===== src/rtl/delta_load_sequencer.sv =====
// Read-side sequencer for the activation/start store: walks every row/address of
// one layer, issues load strobes and registers the returned vectors into a valid/ready stream.
module delta_load_sequencer #(
  parameter int data_size      = 16,
  parameter int size           = 3,
  parameter int max_layer_size = 5
) (
  input  logic                        clk,
  input  logic                        reset_n,
  input  logic                        start,
  input  logic                        abort,
  input  logic [31:0]                 layer_len,
  input  logic [31:0]                 data_set,
  output logic                        load,
  output logic [31:0]                 load_address,
  output logic [31:0]                 load_row,
  output logic [31:0]                 load_data_set,
  input  logic [data_size*size-1:0]   load_data,
  output logic                        out_valid,
  input  logic                        out_ready,
  output logic [data_size*size-1:0]   out_data,
  output logic [31:0]                 out_row,
  output logic [31:0]                 out_address,
  output logic                        out_last,
  output logic                        busy,
  output logic                        done
);

  typedef enum logic [1:0] {IDLE, RUN, FLUSH} state_t;

  localparam logic [31:0] LastRow = 32'(size - 1);
  localparam logic [31:0] MaxLen  = 32'(max_layer_size);

  state_t      state;
  logic [31:0] len;
  logic        last_addr;
  logic        last_row;

  // NOTE: load is combinational so a low out_ready stalls the read in the same
  // cycle; registering it would let one extra beat slip past a full output stage.
  assign load      = (state == RUN) && !abort && (!out_valid || out_ready);
  assign busy      = (state != IDLE);
  assign last_addr = (load_address == len - 32'd1);
  assign last_row  = (load_row == LastRow);

  // NOTE: all state is updated with non-blocking assignments so every branch
  // sees the pre-edge values of the counters and flags.
  always_ff @(posedge clk or negedge reset_n) begin
    if (!reset_n) begin
      state         <= IDLE;
      len           <= '0;
      load_address  <= '0;
      load_row      <= '0;
      load_data_set <= '0;
      out_valid     <= 1'b0;
      out_data      <= '0;
      out_row       <= '0;
      out_address   <= '0;
      out_last      <= 1'b0;
      done          <= 1'b0;
    end else begin
      done <= 1'b0;
      if (abort) begin
        state        <= IDLE;
        out_valid    <= 1'b0;
        out_last     <= 1'b0;
        load_address <= '0;
        load_row     <= '0;
      end else begin
        case (state)
          IDLE: begin
            if (start) begin
              load_data_set <= data_set;
              load_address  <= '0;
              load_row      <= '0;
              len           <= (layer_len > MaxLen) ? MaxLen : layer_len;
              // An empty layer completes immediately without touching the store.
              if (layer_len == 32'd0) done  <= 1'b1;
              else                    state <= RUN;
            end
          end
          RUN: begin
            if (load) begin
              out_data    <= load_data;
              out_row     <= load_row;
              out_address <= load_address;
              out_valid   <= 1'b1;
              out_last    <= last_addr && last_row;
              if (last_addr) begin
                load_address <= '0;
                if (last_row) begin
                  load_row <= '0;
                  state    <= FLUSH;
                end else begin
                  load_row <= load_row + 32'd1;
                end
              end else begin
                load_address <= load_address + 32'd1;
              end
            end
          end
          FLUSH: begin
            if (out_valid && out_ready) begin
              out_valid <= 1'b0;
              out_last  <= 1'b0;
              state     <= IDLE;
              done      <= 1'b1;
            end
          end
          default: state <= IDLE;
        endcase
      end
    end
  end

endmodule


===== config.mk =====
export PLATFORM = sky130hd
export DESIGN_NAME = delta_load_sequencer
export DESIGN_NICKNAME = d
export VERILOG_FILES = /design/src/rtl/delta_load_sequencer.sv
export SDC_FILE = /design/constraint.sdc
export NUM_CORES = 1
export LEC_CHECK = 0
export CORE_UTILIZATION = 52
export DETAILED_ROUTE_END_ITERATION = 8
export GPL_TIMING_DRIVEN = 0
export HOLD_SLACK_MARGIN = 0.03
export MAX_ROUTING_LAYER = met4
export PLACE_DENSITY_LB_ADDON = 0.2
export RECOVER_POWER = 50
export SLEW_MARGIN = 20
export SYNTH_ARGS = -nofsm -noshare
export SYNTH_HDL_FRONTEND = slang
export SYNTH_SLANG_ARGS = --single-unit

===== constraint.sdc =====
create_clock -name clk -period 8.1 [get_ports clk]
set_input_delay 1.62 -clock clk [delete_from_list [all_inputs] [get_ports clk]]
set_output_delay 1.62 -clock clk [all_outputs]
set_load 0.01 [all_outputs]

==> flow_summary.toml, run 1 <==
[status]
status = "finished, violations left"
violations = "max-capacitance violations, max-slew violations"

[sta]
relSlewSlack = -1.38
fin_skew_ns = 0.0238
final.setup.worst_slack_ns = 2.57
fin_crit_sh = 0.683
rsz0062_at_grt = "no"
hold_viol_final = 0
finalMaxSlewViolations = 63
timing.fmax_mhz = 181
worstMarginPinSlew_ns = 3.58
fin_crit_ns = 5.53
setup_viol_count_final = 0

[cts]
root_buffer = "clkbuf_16"
clk_pin_slew_ns = 0.06
clock_path_buffers = 3
cts_tree = "built"
cts_hold_buf = 0
cts_buffers = 27
cts_setup_buffers = 0
cts_max_level = 1
clock_sinks = 245
cts_resized = 0
clk_latency_ns = 0.53

[synth]
netlist_instances = 1212
yosysUniqueCellTypes = 64
netlist_area_mm2 = 0.0114
syn_nets = 1333
synth_top_area_frac = 0.538
synth_area_leader_cell = "dfrtp_1"
syn_area_per_cell_um2 = 9.40
synth_edf_count = 0
yosysSeqAreaShare = 0.538
synthArstFlopShare = 1.00
ys_seq_elements = 245
synthTopCellsByArea = "dfrtp_1 (54%), nand2_1 (12%), xnor2_1 (3.6%), mux2_2 (3.3%), nor2_1 (2.8%)"
synthFlopType = "dfrtp_1"
synth_warnings = 0

[die]
rows = 53
start_util = 0.537
core_mm2 = 0.0212
die_h_um = 150
dieArea_mm2 = 0.0225
io_pins = 330
fp.dieW_um = 150

[placement]
place_area_mm2 = 0.0151
gp_congestion = 0.924
hpwl_mm = 25.5
post-place-ws_ns = 2.69
portBuffers = 328

[worst_setup_path]
cp-start-kind = "input port"
endpoint = "load"
required_ns = 6.48
startpoint = "out_ready"
r2r-start = "len[0]"
worst_r2r_path_depth = 12
crit_fanout = 10
r2r_setup_slack_ns = 3.60
crit_type = "in -> out"
endpoint_kind = "output pin"
r2r_end = "load_address[29]"
critPathArrivalTime_ns = 3.91

[power]
powerDensity_mw_per_mm2 = 194
p_leak_nw = 7.38
finalPower_mw = 3.10
ir_drop_mv = 0.179

[detailed_routing]
drt_wl_total_mm = 35.1
wl_per_cell_um = 18.8
drc = 0
via_count = 10400
vias_per_cell = 5.59
first_iter_violations = 623
firstDrtPassIters = 5
postRouteAntennaNets = 0

[layout]
final_util = 0.754
final_net_count = 1692
drive_above_1_share = 0.0667
most-common-layout-cells = "nand2_1 (374), clkdlybuf4s50_1 (251), dfrtp_1 (245)"
syn2layout_area_growth_pct = 40.4
final_common_cell = "nand2_1"
final_area_mm2 = 0.0160

[global_route]
grt_max_degree = 95
grt_pass1_wl_mm = 55.7
gr-total-overflow = 0
antenna_found_initial = 3
grt_usage = 0.328
grt_pass1_vias = 10500

[min_path]
min_path_type = "reg -> reg"

[run]
max_cap_violations = 1
[flip-flops by register name (all words and copies together) (netlist names)]
register	cells
done	1
len	32
state	2
out_row	32
out_address	32
out_valid	1
load_address	32
out_last	1
out_data	48
load_data_set	32
load_row	32
[cell type report]
| type | instances | area, um2 |
|---|---|---|
| clock buffers | 35 | 736 |
| repair buffers | 330 | 3330 |
| fillers | 1505 | 5220 |
| clock inverters | 12 | 189 |
| multi-input cells | 890 | 4950 |
| diodes | 3 | 7.51 |
| well taps | 275 | 344 |
| plain buffers | 61 | 254 |
| inverters | 16 | 60.1 |
| flip-flops and latches | 245 | 6130 |
[per-stage QoR]
stage	instances	hold WS [ns]	setup TNS [ns]
6_report	1867	0.465	0
5_1_grt	1867	0.486	0
4_1_cts	1864	0.476	0
3_5_place_dp	1817	0.461	0
3_3_place_gp	1815	0.457	-1235.56
2_1_floorplan	1212	0.485	0
[critical path, cell delays in order]
cell             delay (ns)
dlygate4sd3_1          0.61
nand2b_1               0.17
nand2_1                0.17
clkinv_1               0.25
clkbuf_1               0.43
clkdlybuf4s50_1        0.65
[cell families after synthesis]
family | count (synthesis) | share of synthesized area
AOI/OAI and AO/OA | 114 | 0.0688
muxes | 36 | 0.0352
and+or+nand+nor | 655 | 0.264
adders and majority gates | 4 | 0.00439
DFF | 245 | 0.538
xor gates and xnor gates | 81 | 0.0623
buffers and inverters | 77 | 0.0276
[where the power goes]
part	total, mW	switching [mW]	internal [mW]	leakage (nW)
clock	1.29	0.499	0.796	0.458
sequential	1.35	0.0459	1.31	3.27
combinational	0.450	0.220	0.230	3.65
total	3.10	0.765	2.33	7.38
[cells in the mapped netlist, types with 7 or more instances]
cell type / instances
or3_1: 7
nor2b_1: 30
nand2_1: 374
inv_1: 15
xor2_1: 34
nand2b_1: 8
o31ai_1: 17
and3_1: 20
o21ai_0: 24
dfrtp_1: 245
a21oi_1: 22
nor4_1: 25
xnor2_1: 47
mux2_2: 33
a211oi_1: 12
nand4_1: 28
nor2_1: 84
nor3_1: 16
clkbuf_1: 49
nand3_1: 23
[worst min path at each step]
stage,from,to,slack [ns],cells past startpoint
after CTS,out_row[25],out_row[25],0.48,2
after detailed placement,out_row[25],out_row[25],0.46,2
after global placement,out_address[9],out_address[9],0.46,2
after floorplan,len[31],len[31],0.48,1
after global routing,out_address[9],out_address[9],0.49,2
final,out_row[22],out_row[22],0.46,2
[per-layer routing]
layer  routed length (um)  GRT usage  vias to the layer above
li1                     -          -                     4811
met2                17700      0.541                      457
met4                 1260      0.118                        0
met1                13700      0.406                     5082
met3                 2350     0.0576                       84
met5                    0          -                        -
(Power assumes the default switching activity.)
==> run 2: changes to the inputs <==
- CORE_UTILIZATION: 52 -> 48
- clock period: 8.1 -> 5.4 ns (I/O delays scaled with it)
==> flow_summary.toml, run 2 (synthesis gave the netlist of run 1 again) <==
[worst_setup_path]
critPathArrivalTime_ns = 4.87
cp-start-kind = "register"
required_ns = 5.80
crit_type = "reg -> reg"
crit_fanout = 10
endpoint_kind = "register"

[detailed_routing]
wl_per_cell_um = 17.6
first_iter_violations = 748
vias_per_cell = 5.29
drc = 0
via_count = 10100
drt_wl_total_mm = 33.6
firstDrtPassIters = 5
postRouteAntennaNets = 0

[die]
start_util = 0.487
core_mm2 = 0.0234
die_h_um = 156
dieArea_mm2 = 0.0244
io_pins = 330
fp.dieW_um = 156
rows = 56

[cts]
clock_sinks = 245
cts_setup_buffers = 0
cts_max_level = 1
cts_buffers = 28
cts_hold_buf = 0
clk_pin_slew_ns = 0.06
root_buffer = "clkbuf_16"
cts_tree = "built"
clk_latency_ns = 0.53
cts_resized = 0
clock_path_buffers = 3

[sta]
finalMaxSlewViolations = 93
fin_skew_ns = 0.0117
final.setup.worst_slack_ns = 0.924
relSlewSlack = -0.556
fin_crit_sh = 0.829
rsz0062_at_grt = "no"
hold_viol_final = 0
fin_tns_setup_ns = 0
timing.fmax_mhz = 223
setup_viol_count_final = 0
worstMarginPinSlew_ns = 2.33
timing.hold.ws_ns = 0.464
fin_crit_ns = 4.48

[layout]
final_area_mm2 = 0.0160
n_antenna_cell = 0
final_util = 0.684
most-common-layout-cells = "nand2_1 (374), dfrtp_1 (245), clkdlybuf4s50_1 (234)"
largest_reg_flops = 48
final_net_count = 1693
drive_above_1_share = 0.0672
syn2layout_area_growth_pct = 40.5
max_flop_register = "out_data"
final_common_cell = "nand2_1"

[global_route]
grt_pass1_wl_mm = 52.9
grt_usage = 0.286
grt_pass1_vias = 9785
gr-total-overflow = 0
antenna_found_initial = 0
grt_max_degree = 98

[placement]
portBuffers = 328
place_area_mm2 = 0.0151
post-place-ws_ns = 1.08
gp_congestion = 0.927
hpwl_mm = 24.8

[min_path]
min_path_type = "reg -> reg"

[power]
powerDensity_mw_per_mm2 = 284
ir_drop_mv = 0.243
p_leak_nw = 7.39

[status]
violations = "max-capacitance violations, max-slew violations"
status = "finished, violations left"

[run]
max_cap_violations = 1
==> run 2: changes by cell type in the layout (fill, tap and decap cells not counted), moves of 2 or more <==
cell,before,now
diode_2,3,0
clkbuf_1,55,57
clkdlybuf4s50_1,251,234
dlygate4sd3_1,76,93
clkbuf_2,0,2
clkbuf_16,27,29
bufinv_16,5,2
==> run 2: layer usage <==
layer,up-vias,global-route usage,routed length (um)
li1,4808,-,-
met1,4877,0.372,14400
met2,362,0.444,15800
met3,64,0.0631,2470
met4,0,0.0910,989
met5,-,-,0
==> run 2: stage by stage <==
step	total power [mW]	instances
after global routing	4.73	1911
after floorplan	2.29	1212
after detailed placement	2.75	1861
after global placement	2.74	1859
after CTS	4.63	1911
final	4.55	1911
==> run 2: critical path, stage by stage, from the launching register on <==
cell and delay, ns:
dfrtp_1 0.46, inv_1 0.10, ha_1 0.23, nor3b_1 0.67, nand3_1 0.24, or4_1 0.64, a21bo_2 0.24, nor4_1 0.35
nand4_1 0.38, buf_2 0.32, nand2_1 0.27, buf_2 0.35, nor2_1 0.09
==> run 2: final cells by class <==
| type | instances | area [um2] |
|---|---|---|
| clock inverter | 10 | 109 |
| tap | 319 | 399 |
| buffer | 61 | 254 |
| timing repair buffer | 330 | 3310 |
| clock buffer | 40 | 797 |
| inverter | 16 | 60.1 |
| fill | 1858 | 7390 |
| sequential | 245 | 6130 |
| multi-input combinational | 890 | 4950 |
==> run 2: where the power goes <==
| group | leakage, nW | internal [mW] | switching (mW) |
|---|---|---|---|
| combinational | 3.67 | 0.338 | 0.324 |
| sequential | 3.27 | 1.96 | 0.0640 |
| clock | 0.446 | 1.12 | 0.745 |
| total | 7.39 | 3.42 | 1.13 |
==> run 2: final timing paths <==
kind                           startpoint          endpoint  slack (ns)  cells after the start
max                                len[0]  load_address[27]        0.92                     12
min                        out_address[7]    out_address[7]        0.46                      2
max reg2reg                        len[0]  load_address[27]        0.92                     12
min reg2reg                out_address[7]    out_address[7]        0.46                      2
max in group asynchronous         reset_n  load_address[27]        1.69                      2
min in group asynchronous         reset_n       out_row[23]        1.24                      1
